===== config.mk =====
export PLATFORM = sky130hd
export DESIGN_NAME = bcd_bin_seq
export DESIGN_NICKNAME = d
export VERILOG_FILES = /design/src/rtl/bcd_bin_seq.sv
export SDC_FILE = /design/constraint.sdc
export NUM_CORES = 1
export LEC_CHECK = 0
export CORE_UTILIZATION = 55
export DETAILED_ROUTE_END_ITERATION = 7
export DONT_BUFFER_PORTS = 1
export PLACE_DENSITY = 0.77
export SYNTH_ARGS = -nofsm -noshare
export SYNTH_HDL_FRONTEND = slang
export SYNTH_SLANG_ARGS = --single-unit

===== constraint.sdc =====
create_clock -name clk -period 3.3 [get_ports clk]
set_clock_uncertainty 0.05 [all_clocks]
set_input_delay 0.825 -clock clk [delete_from_list [all_inputs] [get_ports clk]]
set_output_delay 0.825 -clock clk [all_outputs]
set_load 0.01 [all_outputs]

===== src/rtl/bcd_bin_seq.sv =====
// bcd_bin_seq: sequential BCD-to-binary converter, one digit per clock
// using acc = acc*10 + digit, most significant digit first.
// Optional feature macro: BCD_BIN_ERR_EN. When it is defined, nibbles
// greater than 9 are flagged on err and force bin to 0 for that conversion.
// When it is undefined, err stays 0 and such nibbles are folded arithmetically.
module bcd_bin_seq #(
  parameter int unsigned DIGITS = 3,
  parameter int unsigned BIN_W  = 10
) (
  input  logic                clk,
  input  logic                rst_n,
  input  logic                start,
  input  logic [4*DIGITS-1:0] bcd,
  output logic                busy,
  output logic                done,
  output logic [BIN_W-1:0]    bin,
  output logic                err
);

  localparam int unsigned BCD_W  = 4 * DIGITS;
  localparam int unsigned PROD_W = BIN_W + 4;
  localparam int unsigned CNT_W  = (DIGITS > 1) ? $clog2(DIGITS) : 1;

  typedef enum logic {IDLE, CONV} state_t;

  state_t             state;
  logic [BCD_W-1:0]   sreg;
  logic [BIN_W-1:0]   acc;
  logic [CNT_W-1:0]   cnt;
  logic [3:0]         dig;
  logic [BIN_W-1:0]   acc_nxt;

  // Current digit is the top nibble of the shift register
  assign dig = sreg[BCD_W-1 -: 4];

  // Multiply-accumulate at BIN_W+4 bits, truncated back to BIN_W
  assign acc_nxt = BIN_W'(PROD_W'(acc) * PROD_W'(10) + PROD_W'(dig));

`ifdef BCD_BIN_ERR_EN
  logic err_acc;
  logic err_nxt;

  // Sticky invalid-digit flag including the digit processed this cycle
  assign err_nxt = err_acc | (dig > 4'd9);
`endif

  // Control FSM, datapath registers and registered outputs
  always_ff @(posedge clk or negedge rst_n) begin
    if (!rst_n) begin
      state   <= IDLE;
      sreg    <= '0;
      acc     <= '0;
      cnt     <= '0;
      busy    <= 1'b0;
      done    <= 1'b0;
      bin     <= '0;
      err     <= 1'b0;
`ifdef BCD_BIN_ERR_EN
      err_acc <= 1'b0;
`endif
    end else begin
      done <= 1'b0;
      case (state)
        IDLE: begin
          if (start) begin
            sreg    <= bcd;
            acc     <= '0;
            cnt     <= CNT_W'(DIGITS - 1);
            busy    <= 1'b1;
            state   <= CONV;
`ifdef BCD_BIN_ERR_EN
            err_acc <= 1'b0;
`endif
          end
        end
        CONV: begin
          acc  <= acc_nxt;
          sreg <= sreg << 4;
          cnt  <= cnt - CNT_W'(1);
`ifdef BCD_BIN_ERR_EN
          err_acc <= err_nxt;
`endif
          if (cnt == '0) begin
            state <= IDLE;
            busy  <= 1'b0;
            done  <= 1'b1;
`ifdef BCD_BIN_ERR_EN
            bin   <= err_nxt ? '0 : acc_nxt;
            err   <= err_nxt;
`else
            bin   <= acc_nxt;
            err   <= 1'b0;
`endif
          end
        end
      endcase
    end
  end

endmodule


==> flow_summary.json <==
{
  "outcome": "finished clean",
  "critPathLaunchType": "flip-flop",
  "final_common_cell": "dfrtp_1",
  "drt_iter0_markers": 45,
  "cts_buffers": 5,
  "num_rows": 20,
  "cts-root-buf": "clkbuf_4",
  "via_per_inst": 5.53,
  "min_period_over_period": 0.833,
  "hold_path.class": "primary input to async pin",
  "core_area_mm2": 0.00315,
  "cts_resized": 0,
  "syn2layout_area_growth_pct": 3.40,
  "cts_sinks": 36,
  "fin_util": 0.616,
  "synth_fp_nets": 205,
  "dp_hpwl_mm": 2.45,
  "cp-end-kind": "flip-flop",
  "ctsHoldBuffers": 0,
  "die_area_mm2": 0.00365,
  "wl_per_cell_um": 15.1,
  "start_util": 0.596,
  "drc": 0,
  "setup-tns-final_ns": 0,
  "worstPathBufferInverterCount": 1,
  "path_common_cell": "ha_1",
  "avgSynthCellArea_um2": 10.9,
  "tightest_slew_ns": 0.579,
  "first_pass_iters": 4,
  "grt_pass1_vias": 1241,
  "holdWs_ns": 0.130,
  "grt_max_degree": 37,
  "required_ns": 3.47,
  "grt_setup_unrepaired": "no",
  "setup_violations": 0,
  "h-tree-depth": 2,
  "grtUsageTotal": 0.213,
  "chipWidth_um": 60.5,
  "cts_tree": "done",
  "layout-drive-gt1-share": 0.0819,
  "clk_latency_ns": 0.33,
  "slew_headroom": 0.613,
  "max_stage_delay_ns": 0.42,
  "grt_pass1_wl_mm": 5.62,
  "critical_path.top_delay_family": "adder cells",
  "synth_cells": 173,
  "path_cells": "ha_1 -> ha_1 -> inv_1 -> fa_1 -> nand2b_1 -> a21oi_1 -> xor2_1 -> nand3_1 -> xnor3_1 -> mux2_4",
  "finalCriticalPeriod_ns": 2.75,
  "maxCapViolations": 0,
  "hold_viol_final": 0,
  "final-max-slew-violation-count": 0,
  "yosys_warnings": 0,
  "antenna_found_initial": 0,
  "crit_path_top_delay_cell": "dfrtp_1",
  "max_freq_mhz": 364,
  "wl_mm": 3.24,
  "postCtsSetupBuffers": 0,
  "clk_pin_slew_worst_paths_ns": 0.10,
  "ioPinCount": 28,
  "diodes": 0,
  "portBuffers": 0,
  "synth-seq-area-share": 0.479,
  "place_congestion": 0.841,
  "die_y_um": 60.5,
  "num_vias": 1189,
  "overflow": 0,
  "crit_arrival_ns": 2.92,
  "ant_nets": 0,
  "crit_fanout": 3,
  "final_cell_mix": "dfrtp_1, nand2_1, o21ai_0, ha_1, mux2i_1",
  "netlist_area_mm2": 0.00188,
  "ir_worst_vdd_mv": 0.370,
  "clock_path_buffers": 2,
  "p_per_area_mw_per_mm2": 1060,
  "synth_seq_cells": 36,
  "final_nets": 205,
  "p_leak_nw": 0.953,
  "worstSetupPathType": "flip-flop to flip-flop",
  "synth_cell_types": 33
}
## area by class of cell
cell class | instances | area [µm²]
clock buffer | 5 | 37.5
fill | 265 | 1210
tap | 44 | 55.1
inverter | 12 | 45.0
sequential | 36 | 901
multi-input combinational | 117 | 897
timing repair buffer | 1 | 7.51
## worst reg2reg max path, stage by stage (launching register included)
cell	delay (ns)
dfrtp_1	0.42
ha_1	0.29
ha_1	0.16
inv_1	0.05
fa_1	0.39
nand2b_1	0.16
a21oi_1	0.15
xor2_1	0.24
nand3_1	0.11
xnor3_1	0.37
mux2_4	0.26
## cell families (layout without fill, tap and decap cells)
group | count (synthesis) | count (layout) | synth area share
AND/OR/NAND/NOR | 37 | 37 | 0.0879
flip-flops | 36 | 36 | 0.479
AO/OA/AOI/OAI | 32 | 32 | 0.101
buffers and inverters | 20 | 18 | 0.0433
multiplexers | 18 | 18 | 0.102
adder cells (fa/ha/maj) | 17 | 17 | 0.121
XOR/XNOR | 12 | 12 | 0.0632
other | 1 | 1 | 0.00200
## routing by layer
metal,part of all wire,global-route usage,up-vias
met5,0,0,-
met4,0.015,0.0877,0
met3,0.035,0.0576,6
met2,0.48,0.327,23
met1,0.47,0.290,572
li1,-,-,588
## synthesized netlist by cell type
cell / number / area, µm²
dfrtp_1: 36 / 901
nand2_1: 20 / 75.1
o21ai_0: 16 / 80.1
ha_1: 15 / 188
mux2i_1: 12 / 120
inv_1: 11 / 41.3
nor2_1: 9 / 33.8
xor2_1: 6 / 52.6
clkbuf_1: 5 / 18.8
mux2_2: 5 / 56.3
xnor2_1: 5 / 43.8
a21oi_1: 4 / 20.0
a21o_1: 3 / 22.5
a22o_1: 3 / 26.3
buf_2: 2 / 10.0
fa_1: 2 / 40.0
nor3b_1: 2 / 15.0
o22ai_1: 2 / 12.5
a21oi_2: 1 / 8.76
buf_4: 1 / 7.51
clkinv_1: 1 / 3.75
conb_1: 1 / 3.75
mux2_4: 1 / 15.0
nand2b_1: 1 / 6.26
nand3_1: 1 / 5.00
nor2b_1: 1 / 6.26
nor3_1: 1 / 5.00
nor3_2: 1 / 10.0
nor4b_1: 1 / 8.76
o21ai_1: 1 / 5.00
o21bai_1: 1 / 7.51
o31ai_1: 1 / 7.51
xnor3_1: 1 / 22.5
## registers in the layout, indices dropped and copies added, names as in the netlist
signal,flops
busy,1
state,1
acc,9
done,1
sreg,12
cnt,2
bin,10
## path summary, 6_finish.rpt
path,from,cells past startpoint,to,slack [ns]
max,acc[3],10,bin[9],0.55
max in group asynchronous,rst_n,0,bin[6],2.98
min in group clk,sreg[0],2,sreg[4],0.45
min reg2reg,sreg[0],2,sreg[4],0.45
min,rst_n,0,sreg[4],0.13
max reg2reg,acc[3],10,bin[9],0.55
## stage by stage
stage	area, µm²	setup slack, ns	power (mW)	std cells
floorplan	1880	0.704	1.64	173
global placement	1910	0.629	1.82	210
detailed placement	1910	0.538	1.88	210
CTS	1940	0.522	2.08	215
global route	1940	0.370	2.23	215
finish	1940	0.552	2.06	215
## power breakdown
group          internal [mW]  total [mW]  switching, mW  leakage, nW
sequential             0.638       0.800          0.163        0.456
clock                 0.0712       0.198          0.127       0.0230
combinational          0.492        1.06          0.567        0.473
total                   1.20        2.06          0.856        0.953
Power figures use the tool's default switching activity.
